[src/rtl/nrzi_pkg.sv]
// Shared types and constants for the NRZI transmit path.
// Holds the sequencer state encoding and line-level constants.
package nrzi_pkg;

    typedef enum logic [1:0] {
        IDLE,
        SYNC,
        DATA,
        GAP
    } state_e;

    localparam int STUFF_RUN = 6;
    localparam logic LINE_IDLE = 1'b1;

    function automatic int max3(input int a, input int b, input int c);
        int m;
        m = (a > b) ? a : b;
        return (m > c) ? m : c;
    endfunction

endpackage

[src/rtl/nrzi_enc_stage.sv]
// Registered one-bit NRZI encoder: toggles the line on an enabled raw 0.
// The line rests at LINE_IDLE out of reset and holds while disabled.
module nrzi_enc_stage
    import nrzi_pkg::*;
(
    input  logic clock,
    input  logic reset,
    input  logic enable,
    input  logic raw_bit,
    output logic line
);

    logic line_q;
    logic line_d;

    // Next line level: a raw 0 flips the line, a raw 1 holds it.
    always_comb begin
        line_d = line_q;
        if (enable) begin
            line_d = line_q ^ ~raw_bit;
        end
    end

    // Line register.
    always_ff @(posedge clock or posedge reset) begin
        if (reset) begin
            line_q <= LINE_IDLE;
        end else begin
            line_q <= line_d;
        end
    end

    assign line = line_q;

endmodule

[src/rtl/nrzi_tx_ctrl.sv]
// NRZI transmit sequencer: preamble, MSB-first data, inter-frame gap.
// Define NRZI_TX_STUFF_EN to insert a raw 0 after six raw 1s in DATA.
module nrzi_tx_ctrl
    import nrzi_pkg::*;
#(
    parameter int WIDTH    = 16,
    parameter int SYNC_LEN = 4,
    parameter int GAP_LEN  = 2
) (
    input  logic             clock,
    input  logic             reset,
    input  logic             in_valid,
    input  logic [WIDTH-1:0] in_data,
    output logic             in_ready,
    output logic             tx_line,
    output logic             tx_active,
    output logic             frame_done
);

    localparam int CW = $clog2(max3(WIDTH, SYNC_LEN, GAP_LEN) + 1);
    localparam logic [CW-1:0] ONE       = CW'(1);
    localparam logic [CW-1:0] SYNC_LAST = CW'(SYNC_LEN - 1);
    localparam logic [CW-1:0] DATA_LAST = CW'(WIDTH - 1);
    localparam logic [CW-1:0] DATA_END  = CW'(WIDTH);
    localparam logic [CW-1:0] GAP_LAST  =
        CW'((GAP_LEN > 0) ? GAP_LEN - 1 : 0);

    state_e           state_q;
    state_e           state_d;
    logic [WIDTH-1:0] shift_q;
    logic [WIDTH-1:0] shift_d;
    logic [CW-1:0]    cnt_q;
    logic [CW-1:0]    cnt_d;
    logic             raw_bit;
    logic             last_bit;
    logic             stuff_c;
    logic             owe;

`ifdef NRZI_TX_STUFF_EN
    localparam int RW = $clog2(STUFF_RUN + 1);
    localparam logic [RW-1:0] RUN_FULL = RW'(STUFF_RUN);
    localparam logic [RW-1:0] RUN_PRE  = RW'(STUFF_RUN - 1);
    localparam logic [RW-1:0] RUN_ONE  = RW'(1);

    logic [RW-1:0] run_q;
    logic [RW-1:0] run_d;

    assign stuff_c = (state_q == DATA) && (run_q == RUN_FULL);
    assign owe     = shift_q[WIDTH-1] && (run_q == RUN_PRE);

    // Run of consecutive raw 1s; preamble and stuffed 0s clear it.
    always_comb begin
        run_d = run_q;
        if (state_q == SYNC) begin
            run_d = '0;
        end else if (state_q == DATA) begin
            if (stuff_c || !raw_bit) begin
                run_d = '0;
            end else begin
                run_d = run_q + RUN_ONE;
            end
        end
    end

    // Run counter register.
    always_ff @(posedge clock or posedge reset) begin
        if (reset) begin
            run_q <= '0;
        end else begin
            run_q <= run_d;
        end
    end
`else
    assign stuff_c = 1'b0;
    assign owe     = 1'b0;
`endif

    // Raw bit and end-of-frame detect; an owed stuff extends the frame.
    always_comb begin
        raw_bit  = (state_q == DATA) && !stuff_c && shift_q[WIDTH-1];
        last_bit = 1'b0;
        if (state_q == DATA) begin
            if (stuff_c) begin
                last_bit = (cnt_q == DATA_END);
            end else begin
                last_bit = (cnt_q == DATA_LAST) && !owe;
            end
        end
    end

    // State register.
    always_ff @(posedge clock or posedge reset) begin
        if (reset) begin
            state_q <= IDLE;
        end else begin
            state_q <= state_d;
        end
    end

    // Next-state logic.
    always_comb begin
        state_d = state_q;
        unique case (state_q)
            IDLE: if (in_valid) state_d = SYNC;
            SYNC: if (cnt_q == SYNC_LAST) state_d = DATA;
            DATA: begin
                if (last_bit) begin
                    state_d = (GAP_LEN == 0) ? IDLE : GAP;
                end
            end
            GAP: if (cnt_q == GAP_LAST) state_d = IDLE;
            default: state_d = IDLE;
        endcase
    end

    // Shifter and phase counter; stuffed cycles freeze both.
    always_comb begin
        shift_d = shift_q;
        cnt_d   = cnt_q;
        unique case (state_q)
            IDLE: begin
                if (in_valid) begin
                    shift_d = in_data;
                    cnt_d   = '0;
                end
            end
            SYNC: begin
                cnt_d = (cnt_q == SYNC_LAST) ? '0 : cnt_q + ONE;
            end
            DATA: begin
                if (last_bit) begin
                    cnt_d = '0;
                end else if (!stuff_c) begin
                    shift_d = {shift_q[WIDTH-2:0], 1'b0};
                    cnt_d   = cnt_q + ONE;
                end
            end
            GAP: begin
                cnt_d = (cnt_q == GAP_LAST) ? '0 : cnt_q + ONE;
            end
            default: begin
                cnt_d = '0;
            end
        endcase
    end

    // Datapath registers.
    always_ff @(posedge clock or posedge reset) begin
        if (reset) begin
            shift_q <= '0;
            cnt_q   <= '0;
        end else begin
            shift_q <= shift_d;
            cnt_q   <= cnt_d;
        end
    end

    // Moore-style status outputs decoded from state.
    always_comb begin
        in_ready   = (state_q == IDLE);
        tx_active  = (state_q == SYNC) || (state_q == DATA);
        frame_done = last_bit;
    end

    nrzi_enc_stage u_enc (
        .clock   (clock),
        .reset   (reset),
        .enable  (tx_active),
        .raw_bit (raw_bit),
        .line    (tx_line)
    );

endmodule

[config.mk]
export PLATFORM = sky130hd
export DESIGN_NAME = nrzi_tx_ctrl
export DESIGN_NICKNAME = d
export VERILOG_FILES = /design/src/rtl/nrzi_pkg.sv /design/src/rtl/nrzi_enc_stage.sv /design/src/rtl/nrzi_tx_ctrl.sv
export SDC_FILE = /design/constraint.sdc
export NUM_CORES = 1
export LEC_CHECK = 0
export CORE_MARGIN = 10
export CORE_UTILIZATION = 40
export DETAILED_ROUTE_END_ITERATION = 12
export PLACE_DENSITY_LB_ADDON = 0.08
export REMOVE_ABC_BUFFERS = 1
export SKIP_LAST_GASP = 1
export SLEW_MARGIN = 30
export SYNTH_ARGS = -nofsm -noshare
export SYNTH_HDL_FRONTEND = slang
export SYNTH_SLANG_ARGS = --single-unit
[constraint.sdc]
create_clock -name clock -period 1.9 [get_ports clock]
set_clock_uncertainty 0.2 [all_clocks]
set_input_delay 0.38 -clock clock [delete_from_list [all_inputs] [get_ports clock]]
set_output_delay 0.38 -clock clock [all_outputs]
set_load 0.01 [all_outputs]
==> metrics.cfg, run 1 <==
[outcome]
status=finished with violations
violations=negative setup slack

[detailed_routing]
dr_total_vias=1028
vias_per_cell=4.78
ant_nets=0
drt_first_pass_iters=5
drc=0
drt_wl_total_um=2750
wl_per_cell_um=12.8
drt_iter0_markers=56

[synthesis]
syn_inst=127
yosysSeqAreaShare_pct=47.3
ys_ff_latch=24
synth_area_per_cell_um2=10.0
yosysUniqueCellTypes=27
synth_top_cell_by_area=dfrtp_1
synth-edff-count=0
synthArstFlopShare_pct=100
synthFlopType=dfrtp_1
syn_area_um2=1270
yosys_warnings=0
synth_area_leaders=dfrtp_1 45%, mux2i_1 12%, ha_1 6.9%, a21oi_1 5.9%, nor2_1 5.3%
synth_top_area_share_pct=45.3

[setup_path]
critPathLaunchType=register
endpoint_kind=register
cp.required_ns=1.92
crit_slowest_cell=dfrtp_1
path_class=register to register
worstPathCellList=ha_2, and3_4, ha_4, and2_4, buf_6, nor3_4, buf_4, buf_6, a21oi_2
crit_fanout=5
critPathMaxStageDelay_ns=0.41
critPathMostFrequentCell=buf_6
cp.arrival_ns=2.10

[global_routing]
first_global_vias=1128
grt_usage_pct=9.96
grt_pass1_wl_um=4990
overflow=0
antenna_found_initial=0
grt_max_degree=25

[floorplanning]
coreArea_um2=3050
placementRows=20
pin_count=23
start_util_pct=41.6
die-area_um2=5830
dieHeight_um=76.4
die_x_um=76.4

[clock_tree]
cts_buffers=3
root_buffer=clkbuf_4
cts.sinks=24
clk_latency_ns=0.31
htree_levels=1
cts_tree=built
clkTransAtPathRegs_ns=0.14
clockBufferDepth=2

[cells_and_area]
utilization_pct=60.2
area_growth_pct=44.7
mostFrequentLayoutCells=23 x dfrtp_1, 18 x nor2_1, 18 x clkdlybuf4s50_1
drive_gt1_share_pct=29.2
antenna_cells=0
fin_area_um2=1840
final_common_cell=dfrtp_1
seq_area_um2=602
n_fill_cell=281
final_cell_count_no_fill=215
nNetsFinal=198
multi_input_area_um2=694

[power]
finalPower_mw=3.04
power_density_nw_per_um2=1650
p_leak_nw=0.793
peakVddDrop_mv=0.672

[placement]
hpwl_um=1920
portBuffers=22
gp_congestion=0.791
dp_cells=204
placed_area_um2=1640

[sta]
setup_ws_ns=-0.188
drv_slew=0
setup_viol=23
finalSetupTns_ns=-2.98
tightest_slew_ns=0.391
finalCritPeriodShare_pct=110
max-slew-margin-rel_pct=73.8
period_needed_ns=2.09
finalHoldViolations=0
max_freq_mhz=479
rsz0062_at_grt=true

[worst_hold_path]
hold_path.class=input pin to asynchronous set/reset pin

[job]
maxCapViolations=0

==> registers in the layout, summed over array words and instances, names as in the netlist <==
register,flops
state_q,2
cnt_q,5
u_enc.line,1
shift_q,16
==> Yosys cell counts, drive strengths merged, types with 2 or more instances <==
library cell / number
nand2b: 3
inv: 6
o21ai: 7
ha: 7
nor3b: 2
dfrtp: 23
mux2i: 15
nand2: 10
nor2: 19
nor2b: 2
a21oi: 15
buf: 5
==> critical path: cells and delay by family, from the launching register on <==
family,cells,cell delay [ns]
buffers and inverters,3,0.42
adders and majority gates,2,0.35
AOI/OAI and AO/OA,1,0.05
and+or+nand+nor,3,0.55
DFF,1,0.41
==> per-stage QoR <==
| step | worst slack [ns] | hold slack (ns) |
|---|---|---|
| after floorplan | -0.858 | 0.194 |
| after global placement | -0.278 | 0.278 |
| after detailed placement | -0.322 | 0.278 |
| after CTS | -0.178 | 0.199 |
| after global routing | -0.264 | 0.211 |
| final | -0.188 | 0.193 |
==> area by class of cell <==
class,instances,area share (%)
Clock buffer,4,1.97
Timing Repair Buffer,46,23.3
Tap cell,44,2.99
Multi-Input combinational cell,91,37.8
Sequential cell,24,32.7
Inverter,6,1.22
==> kinds of logic after synthesis <==
kind of cell | after synthesis | synth area share, %
and+or+nand+nor | 40 | 14.7
AOI/OAI and AO/OA | 26 | 12.4
DFF | 24 | 47.3
muxes | 16 | 12.7
buffers and inverters | 12 | 4.63
adders and majority gates | 7 | 6.89
xor gates and xnor gates | 2 | 1.38
==> power by group <==
group	internal [mW]	leakage, nW	switching, mW	total [mW]
combinational	0.993	0.493	0.907	1.90
sequential	0.755	0.279	0.114	0.869
clock	0.117	0.0210	0.156	0.273
total	1.87	0.793	1.18	3.04
==> path summary, 6_finish.rpt <==
path	slack (ns)	end	cells after the start	from
max	-0.19	shift_q[5]	9	cnt_q[1]
min	0.19	cnt_q[4]	3	reset
max reg2reg	-0.19	shift_q[5]	9	cnt_q[1]
min reg2reg	0.29	u_enc.line	1	u_enc.line
max in group asynchronous	1.02	u_enc.line	3	reset
min in group clock	0.29	u_enc.line	1	u_enc.line
==> layer usage <==
layer	up-vias	global-route usage (%)	part of all wire [%]
met5	-	0	0
met1	488	11.6	43
met2	19	17.1	51
met3	4	2.71	5.1
li1	517	-	-
met4	0	3.53	0.51
==> repair_timing <==
action                                  4_1_cts  5_1_grt
pin swaps                                     4        6
hold endpoints to repair                      0        0
endpoints found under the setup margin       27       22
gates cloned                                  3        0
buffers inserted                              2        2
hold buffers                                  0        0
gates resized for setup                      34       10
(Power assumes the default switching activity.)
==> run 2, diff against run 1 <==
SLEW_MARGIN = not set   (was 30)
==> results of run 2 <==
Final layout, timing and power as in run 1 (identical DEF).
